**src/rtl/linebuf_scheduler_if.sv**
```systemverilog
// rtl/linebuf_scheduler_if.sv - writer/reader handshake bundle for the line buffer scheduler
interface linebuf_scheduler_if;
  logic       wr_commit;
  logic       greenflag;
  logic       rd_ready;
  logic       rd_start;
  logic [2:0] rd_line;
  logic       rd_done;
  logic       rd_abort;
  logic [3:0] occupancy;
  logic       overflow_err;

  modport master (
    output wr_commit, rd_ready, rd_done,
    input  greenflag, rd_start, rd_line, rd_abort, occupancy, overflow_err
  );

  modport slave (
    input  wr_commit, rd_ready, rd_done,
    output greenflag, rd_start, rd_line, rd_abort, occupancy, overflow_err
  );
endinterface

```
**src/rtl/linebuf_scheduler.sv**
```systemverilog
// rtl/linebuf_scheduler.sv - ring occupancy tracker and read sequencer with watchdog
// Counts committed lines, gates the writer via greenflag and hands lines to the reader in order.
module linebuf_scheduler #(
  parameter int LINES      = 8,
  parameter int RD_GAP     = 2,
  parameter int RD_TIMEOUT = 4096
) (
  input logic               clk,
  input logic               rst,
  linebuf_scheduler_if.slave bus
);

  localparam logic [3:0]  LINES_C  = 4'(LINES);
  localparam logic [3:0]  GAP_LAST = (RD_GAP == 0) ? 4'd0 : 4'(RD_GAP - 1);
  localparam logic [15:0] WD_LAST  = 16'(RD_TIMEOUT - 1);

  typedef enum logic [1:0] {S_IDLE, S_START, S_BUSY, S_GAP} state_t;

  state_t      state_q, state_d;
  logic [3:0]  count_q, count_d;
  logic [2:0]  rd_ptr_q, rd_ptr_d;
  logic [3:0]  gap_q, gap_d;
  logic [15:0] wd_q, wd_d;
  logic        greenflag_q, greenflag_d;
  logic        rd_start_q, rd_start_d;
  logic        rd_abort_q, rd_abort_d;
  logic [2:0]  rd_line_q, rd_line_d;
  logic        overflow_q, overflow_d;
  logic        release_w;

  always_comb begin
    state_d    = state_q;
    count_d    = count_q;
    rd_ptr_d   = rd_ptr_q;
    gap_d      = gap_q;
    wd_d       = wd_q;
    rd_line_d  = rd_line_q;
    overflow_d = overflow_q;
    rd_start_d = 1'b0;
    rd_abort_d = 1'b0;
    release_w  = 1'b0;

    case (state_q)
      S_IDLE: begin
        if (count_q != 4'd0 && bus.rd_ready) begin
          state_d    = S_START;
          rd_start_d = 1'b1;
          rd_line_d  = rd_ptr_q;
        end
      end
      S_START: begin
        state_d = S_BUSY;
        wd_d    = 16'd0;
      end
      S_BUSY: begin
        // A done arriving on the expiry cycle wins, so no abort is raised.
        if (bus.rd_done) begin
          release_w = 1'b1;
        end else if (wd_q == WD_LAST) begin
          release_w  = 1'b1;
          rd_abort_d = 1'b1;
        end else begin
          wd_d = wd_q + 16'd1;
        end
        if (release_w) begin
          rd_ptr_d = rd_ptr_q + 3'd1;
          gap_d    = 4'd0;
          state_d  = (RD_GAP == 0) ? S_IDLE : S_GAP;
        end
      end
      S_GAP: begin
        if (gap_q == GAP_LAST) state_d = S_IDLE;
        else                   gap_d   = gap_q + 4'd1;
      end
      default: state_d = S_IDLE;
    endcase

    case ({bus.wr_commit, release_w})
      2'b10: begin
        if (count_q == LINES_C) overflow_d = 1'b1;
        else                    count_d    = count_q + 4'd1;
      end
      2'b01:   count_d = count_q - 4'd1;
      default: count_d = count_q;
    endcase

    greenflag_d = (count_d < LINES_C);
  end

  always_ff @(posedge clk or posedge rst) begin
    if (rst) begin
      state_q     <= S_IDLE;
      count_q     <= 4'd0;
      rd_ptr_q    <= 3'd0;
      gap_q       <= 4'd0;
      wd_q        <= 16'd0;
      greenflag_q <= 1'b0;
      rd_start_q  <= 1'b0;
      rd_abort_q  <= 1'b0;
      rd_line_q   <= 3'd0;
      overflow_q  <= 1'b0;
    end else begin
      state_q     <= state_d;
      count_q     <= count_d;
      rd_ptr_q    <= rd_ptr_d;
      gap_q       <= gap_d;
      wd_q        <= wd_d;
      greenflag_q <= greenflag_d;
      rd_start_q  <= rd_start_d;
      rd_abort_q  <= rd_abort_d;
      rd_line_q   <= rd_line_d;
      overflow_q  <= overflow_d;
    end
  end

  assign bus.greenflag    = greenflag_q;
  assign bus.rd_start     = rd_start_q;
  assign bus.rd_abort     = rd_abort_q;
  assign bus.rd_line      = rd_line_q;
  assign bus.occupancy    = count_q;
  assign bus.overflow_err = overflow_q;

endmodule

```
**src/flat_wrapper.sv**
```systemverilog
// flat-port wrapper written by rule: the top's interface ports become plain ports
module linebuf_scheduler_flat 
#(
  parameter int LINES      = 8,
  parameter int RD_GAP     = 2,
  parameter int RD_TIMEOUT = 4096
)
  (clk, rst, bus_wr_commit, bus_rd_ready, bus_rd_done, bus_greenflag, bus_rd_start, bus_rd_line, bus_rd_abort, bus_occupancy, bus_overflow_err);
  linebuf_scheduler_if bus_i ();
  input logic clk;
  input logic rst;
  input wire logic [$bits(bus_i.wr_commit)-1:0] bus_wr_commit;
  input wire logic [$bits(bus_i.rd_ready)-1:0] bus_rd_ready;
  input wire logic [$bits(bus_i.rd_done)-1:0] bus_rd_done;
  output wire logic [$bits(bus_i.greenflag)-1:0] bus_greenflag;
  output wire logic [$bits(bus_i.rd_start)-1:0] bus_rd_start;
  output wire logic [$bits(bus_i.rd_line)-1:0] bus_rd_line;
  output wire logic [$bits(bus_i.rd_abort)-1:0] bus_rd_abort;
  output wire logic [$bits(bus_i.occupancy)-1:0] bus_occupancy;
  output wire logic [$bits(bus_i.overflow_err)-1:0] bus_overflow_err;
  assign bus_i.wr_commit = bus_wr_commit;
  assign bus_i.rd_ready = bus_rd_ready;
  assign bus_i.rd_done = bus_rd_done;
  assign bus_greenflag = bus_i.greenflag;
  assign bus_rd_start = bus_i.rd_start;
  assign bus_rd_line = bus_i.rd_line;
  assign bus_rd_abort = bus_i.rd_abort;
  assign bus_occupancy = bus_i.occupancy;
  assign bus_overflow_err = bus_i.overflow_err;
  linebuf_scheduler #(.LINES(LINES), .RD_GAP(RD_GAP), .RD_TIMEOUT(RD_TIMEOUT)) u_core (.clk(clk), .rst(rst), .bus(bus_i));
endmodule
```
**config.mk**
```make
export PLATFORM = sky130hd
export DESIGN_NAME = linebuf_scheduler_flat
export DESIGN_NICKNAME = d
export VERILOG_FILES = /design/src/rtl/linebuf_scheduler_if.sv /design/src/rtl/linebuf_scheduler.sv /design/src/flat_wrapper.sv
export SDC_FILE = /design/constraint.sdc
export NUM_CORES = 1
export LEC_CHECK = 0
export CAP_MARGIN = 30
export CORE_MARGIN = 4
export CORE_UTILIZATION = 50
export CTS_CLUSTER_DIAMETER = 200
export DETAILED_ROUTE_END_ITERATION = 8
export HOLD_SLACK_MARGIN = 0.12
export PLACE_DENSITY = 0.68
export SLEW_MARGIN = 20
export SYNTH_ARGS = -nofsm -noshare
export SYNTH_HDL_FRONTEND = slang
export SYNTH_SLANG_ARGS = --single-unit
export TNS_END_PERCENT = 20
```
**constraint.sdc**
```tcl
create_clock -name clk -period 3.2 [get_ports clk]
set_clock_uncertainty 0.15 [all_clocks]
set_input_delay 0.96 -clock clk [delete_from_list [all_inputs] [get_ports clk]]
set_output_delay 0.96 -clock clk [all_outputs]
set_load 0.005 [all_outputs]
```
Word-level counts from Yosys, hierarchy flattened --
Index checks and enable logic that the tools add are counted.
Cells by class: equality and inequality tests 14, shift-type cells 0, magnitude comparators 1, divide/modulo/power cells 0, multiply operators 0, reduce and logical (&&, ||, !) cells 11, bitwise gates (word level) 0, $add $sub $neg 5, muxes and demuxes 20
Operators with widths (count):
- 2-to-1 mux 16 bit | 2
- case mux 16 bit (2 select lines) | 1
- adder 16 x 1 -> 16 bit (second input constant) | 1
- equality test 16 x 12 -> 1 bit (second input constant) | 1
- case mux 4 bit (2 select lines) | 2
- 2-to-1 mux 4 bit | 3
- AND reduction 3 bit | 3
- adder 4 x 1 -> 4 bit (second input constant) | 2
- 2-to-1 mux 1 bit | 8
- case mux 2 bit (4 select lines) | 1
- equality test 2 bit (second input constant) | 3
- 2-to-1 mux 2 bit | 3
- != test 2 x 1 -> 1 bit (second input constant) | 3
- != test 2 bit (second input constant) | 3
- AND reduction 2 bit | 3
- equality test 2 x 1 -> 1 bit (second input constant) | 2
- equality test 4 x 1 -> 1 bit (second input constant) | 1
- equality test 4 bit (second input constant) | 1
- < comparator 4 bit (second input constant) | 1
- nonzero test 2 bit | 2
- nonzero test 4 bit | 1
- subtractor 4 x 1 -> 4 bit (second input constant) | 1
- adder 3 x 1 -> 3 bit (second input constant) | 1
- logical NOT 2 bit | 1
- logical AND 1 bit | 1
Word-level totals: bits of input ports 5, memories 0, bits in latches 0, ROM bits 0, output and inout port bits 11, logic and storage cells 61, register bits 36, RAM bits 0

Logic depth before layout (Yosys ltp) --
Gate-level depths: netlist of run 1.
depth in word-level cells 8, gate-level depth with buffers 11, mapped depth without buffers 10

Worst setup path after synthesis of run 1 --
Ideal clock, no wire load.
path kind register -> register, from register u_core.wd_q[0], to register u_core.greenflag_q, in the netlist u_core.bus.greenflag, required time 2.932 ns, cell stages (with the launch flop) 12, path slack 0.408 ns, buffers on the path 1, data arrival time 2.524 ns, library setup time 0.118 ns, period minus slack after synthesis 2.792 ns, cell sequence dfrtp_1 -> ha_1 -> and3_2 -> and4_1 -> clkbuf_1 -> o21ai_1 -> inv_1 -> ha_1 -> or4b_2 -> a21oi_1 -> nor2_1 -> a21o_1
On the way: longest elaborated chain between the ends 8, elaborated cells on any way between the ends 9, classes of those cells order compare: 1; eq/ne: 3; mux: 5
Ends and longest elaborated chain:
- start, declared | RTL line linebuf_scheduler.sv:23 | logic [15:0] wd_q, wd_d;
- start signal, assigned | RTL line linebuf_scheduler.sv:107 | wd_q <= wd_d;
- equality test 16 x 12 -> 1 bit * | RTL line linebuf_scheduler.sv:59 | end else if (wd_q == WD_LAST) begin
- 2-to-1 mux 1 bit * | RTL line linebuf_scheduler.sv:59
- 2-to-1 mux 1 bit * | RTL line linebuf_scheduler.sv:57 | if (bus.rd_done) begin
- 2-to-1 mux 1 bit * (2 in a row) | RTL line linebuf_scheduler.sv:43 | case (state_q)
- net u_core.release_w | RTL line linebuf_scheduler.sv:29 | logic release_w;
- equality test 2 x 1 -> 1 bit / equality test 2 bit (equally long branches) | RTL line linebuf_scheduler.sv:78 | case ({bus.wr_commit, release_w})
- case mux 4 bit (2 select lines) * | RTL line linebuf_scheduler.sv:78
- < comparator 4 bit * | RTL line linebuf_scheduler.sv:87 | greenflag_d = (count_d < LINES_C);
- net u_core.greenflag_d | RTL line linebuf_scheduler.sv:24 | logic greenflag_q, greenflag_d;
- end signal, assigned | RTL line linebuf_scheduler.sv:108 | greenflag_q <= greenflag_d;
- end, declared | RTL line linebuf_scheduler.sv:24
The timed path passes the listed nets; every way through them passes the cells marked *. The select of a mux whose other input is x is not followed. A chain may end at the register's enable or synchronous reset.

Final worst setup path of run 1 --
from input bus_rd_done, to register u_core.wd_q[6]
On the way: longest elaborated chain between the ends 2
Ends and longest elaborated chain:
- start, declared | RTL line flat_wrapper.sv:14 | input wire logic [$bits(bus_i.rd_done)-1:0] bus_rd_done;
- != test 2 bit (no line)
- AND reduction 3 bit (no line)
No other way between the ends.

==> metrics.txt, run 1 <==
CP top delay family simple AND/OR/NAND/NOR gates; Setup WS post-layout between 400 and 500 ps; Total Neg Setup Slack 0 ps; status finished, final reports clean; placed cells 270; Post-Layout Cell Count 278; unrepaired setup endpoints after global routing no; CTS max path bufs 2; fin util between 60 and 70%; power per standard cell area approximately 760 nW/um^2; sw frac approximately 34%; MaxCap Viol Count 0; CTS H-tree lvls 2; first-pass GRT wire length approximately 7.6 mm; cts bufs inserted 5; endpoint class of the critical path flop; critical path peak fanout 6; main combinational cell family by area after synthesis simple AND/OR/NAND/NOR gates; Seq/Total Area, Yosys 43.5%; clock root buffer clkbuf_8; Buf+Inv Stages, Crit Path 2; slowest CP cell or4_1; Area contributors post-synth dfrtp_1, ha_1, a21oi_1; Critical Path Source Type input pin; worst endpoint data arrival time ~2900 ps; Finish-stage setup viols 0; Stages on worst setup path 6; area of the multi-input gates between 1000 and 1500 um^2; Slowest Stage Delay on Critical Path ~520 ps; nets@finish ~250; clock power share a little under a quarter; Slew Viols, Final 0; die width 72.3 um; Slew Limit Headroom 48.2%; vias 1729; Post-Route WL between 4 and 5 mm; CTS tree built; WL per Instance around 16 um; worst slack, placed about 150 ps; sw power around 0.63 mW; Syn Nets between 200 and 250; Synth Register Bits 36; commonest non-fill, non-tap cells in the layout dfrtp_1, clkdlybuf4s50_1, inv_1, a21oi_1, ha_1; placed cell areas roughly 2300 um^2; Congestion Overflow GR 0; Achievable Freq between 300 and 400 MHz; detail-routed via count per cell 6.22; Ys Warns 0; Gate power share between 30% and 40%; Syn Inst Count about 200; path depth of the worst reg2reg path 9; Setup Fix Bufs, Post-CTS 0; maximum vdd drop around 0.43 mV; CTS Sinks 36; Synth Area in XOR/XNOR 0.846%; area leader, netlist dfrtp_1; final worst path period need about 2800 ps; Seq pwr share between 30% and 40%; Inserted Diodes 0; worst-path cell chain clkdlybuf4s50_1, buf_4, nor2b_1, nand3_1, or4_1, a21oi_1; Cell Int Power 1.21 mW; Post-Synth Simple-Gate Area between 20% and 30%; worst hold path class reg2reg; drt drc 0; pin slew with the least headroom to its limit between 700 and 800 ps; die area ~5200 um^2; Initial DRC Count 97; final instance area 2430 um^2; Top-Level Pins 16; Adder-Cell Fraction of Synth Area 7.86%; vias in the first global route 1719; initial core utilization about half; I/O Buffers 15; post-synth top area share between 40 and 50%; layout filler cell count 341; CP Class in2reg; worst skew pair latency about 290 ps; leakage power roughly 1.1 nW; Final Power about 1.8 mW; average size of a mapped cell 10.1 um^2; drt pass-1 iters 4; Reg area 901 um^2; gr usage total a little under a fifth; Core ar. 4000 um^2; largest net degree at the start of global routing 37; Final Cycle Share 87.0%; P&R area growth vs syn 17.6%; die height between 70 and 80 um; final hold slack ~320 ps; mux cell area share after synthesis around 4.7%; CP required approximately 3300 ps; Syn Std Cell Area roughly 2100 um^2; Post-CTS Resized 0; final hold viol count 0; commonest non-fill, non-tap cell in the layout dfrtp_1; GPL Wtd Cong around 0.84; Post-synth EDFFs 0; num rows 23; ys flop type dfrtp_1; FFs w/ async S/R, synth between 90% and 100%; CTS Hold Bufs 0; share of cells above drive strength 1 between 10% and 20%; initial antenna violation count 0; hold path cells 1; Yosys cell types 48; Final ANT Viol Nets 0; Clock transition at path regs around 80 ps; post-synthesis compound-gate area fraction a little under a fifth; post-DP HPWL between 3 and 4 mm
==> cell families after synthesis <==
logic type | after synthesis
compound gates | 56
mux | 9
simple gates | 69
xor+xnor | 2
flops | 36
buf+inv | 19
fa+ha+maj | 13
==> per-layer routing <==
layer,global-route usage [%],part of all wire (%),vias to the layer above
met5,0,0,-
met4,4.18,1.3,0
met3,4.99,3.6,9
met2,31.0,50,49
met1,22.6,45,849
li1,-,-,822
==> worst register-to-register path: cells and delay by family (launching register included) <==
kind                     cells  cell delay [ps]
adder cells (fa/ha/maj)      1              150
AND/OR/NAND/NOR              4             1380
buffers and inverters        1               80
flip-flops                   1              440
AO/OA/AOI/OAI                3              390
==> flip-flops by register name, summed over array words and instances (netlist names), named ones only <==
| name | flops |
|---|---|
| u_core.bus.rd_abort | 1 |
| u_core.gap_q | 4 |
| u_core.rd_ptr_q | 3 |
| u_core.state_q | 2 |
| u_core.bus.overflow_err | 1 |
| u_core.bus.greenflag | 1 |
| u_core.bus.occupancy | 3 |
| u_core.wd_q | 16 |
| u_core.bus.rd_line | 3 |
| u_core.bus.rd_start | 1 |
==> cells in the mapped netlist (2+ instances only) <==
cell / instances
ha_1: 13
inv_1: 14
o311ai_0: 4
nor3_1: 6
o31ai_1: 5
nand4_1: 6
or4_1: 6
dfrtp_1: 36
clkbuf_1: 3
nand2_1: 10
nand3_1: 7
nor2_1: 3
a21o_1: 2
a21oi_1: 14
mux2i_1: 4
a211o_1: 2
nor2b_1: 3
nand2b_1: 6
o21ai_0: 9
and2_1: 2
o22ai_1: 2
o211ai_1: 6
a221oi_1: 2
or2_2: 2
mux2_2: 4
o41ai_1: 4
nand4b_1: 2
or3_1: 3
xnor2_1: 2
and3_1: 2
and4_1: 3
==> worst paths after layout <==
check                                        start                      end  slack (ps)
min reg2reg                u_core.bus.overflow_err  u_core.bus.overflow_err         320
max reg2reg                        u_core.wd_q[12]     u_core.bus.greenflag         500
min in group asynchronous                      rst      u_core.bus.rd_abort         910
min                        u_core.bus.overflow_err  u_core.bus.overflow_err         320
max in group asynchronous                      rst    u_core.bus.rd_line[1]        1640
max                                    bus_rd_done           u_core.wd_q[6]         420
==> power groups by stage <==
stage	sequential, mW	clock [mW]	combinational, mW
after floorplan	0.691	0	0.460
after global placement	0.703	0	0.666
after detailed placement	0.715	0	0.695
after CTS	0.707	0.452	0.703
after global routing	0.732	0.472	0.784
final	0.707	0.438	0.696
==> cell type report <==
class | instances | share of cell area [%]
Clock buffer | 7 | 3.96
Clock inverter | 1 | 1.23
Inverter | 14 | 2.16
Multi-Input combinational cell | 149 | 45.0
Sequential cell | 36 | 37.0
Tap cell | 50 | 2.57
Timing Repair Buffer | 21 | 8.02
Power figures use the tool's default switching activity.
==> run 2, diff against run 1 <==
Settings changed: CTS_CLUSTER_SIZE set to 8, TNS_END_PERCENT 20 to unset.
==> results of run 2 <==
No change in the layout: final DEF, timing and power equal those of run 1.
==> run 3, diff against run 2 <==
Settings changed: HOLD_SLACK_MARGIN 0.12 to unset, SKIP_LAST_GASP set to 1.
==> results of run 3 <==
No change in the layout: final DEF, timing and power equal those of run 1.
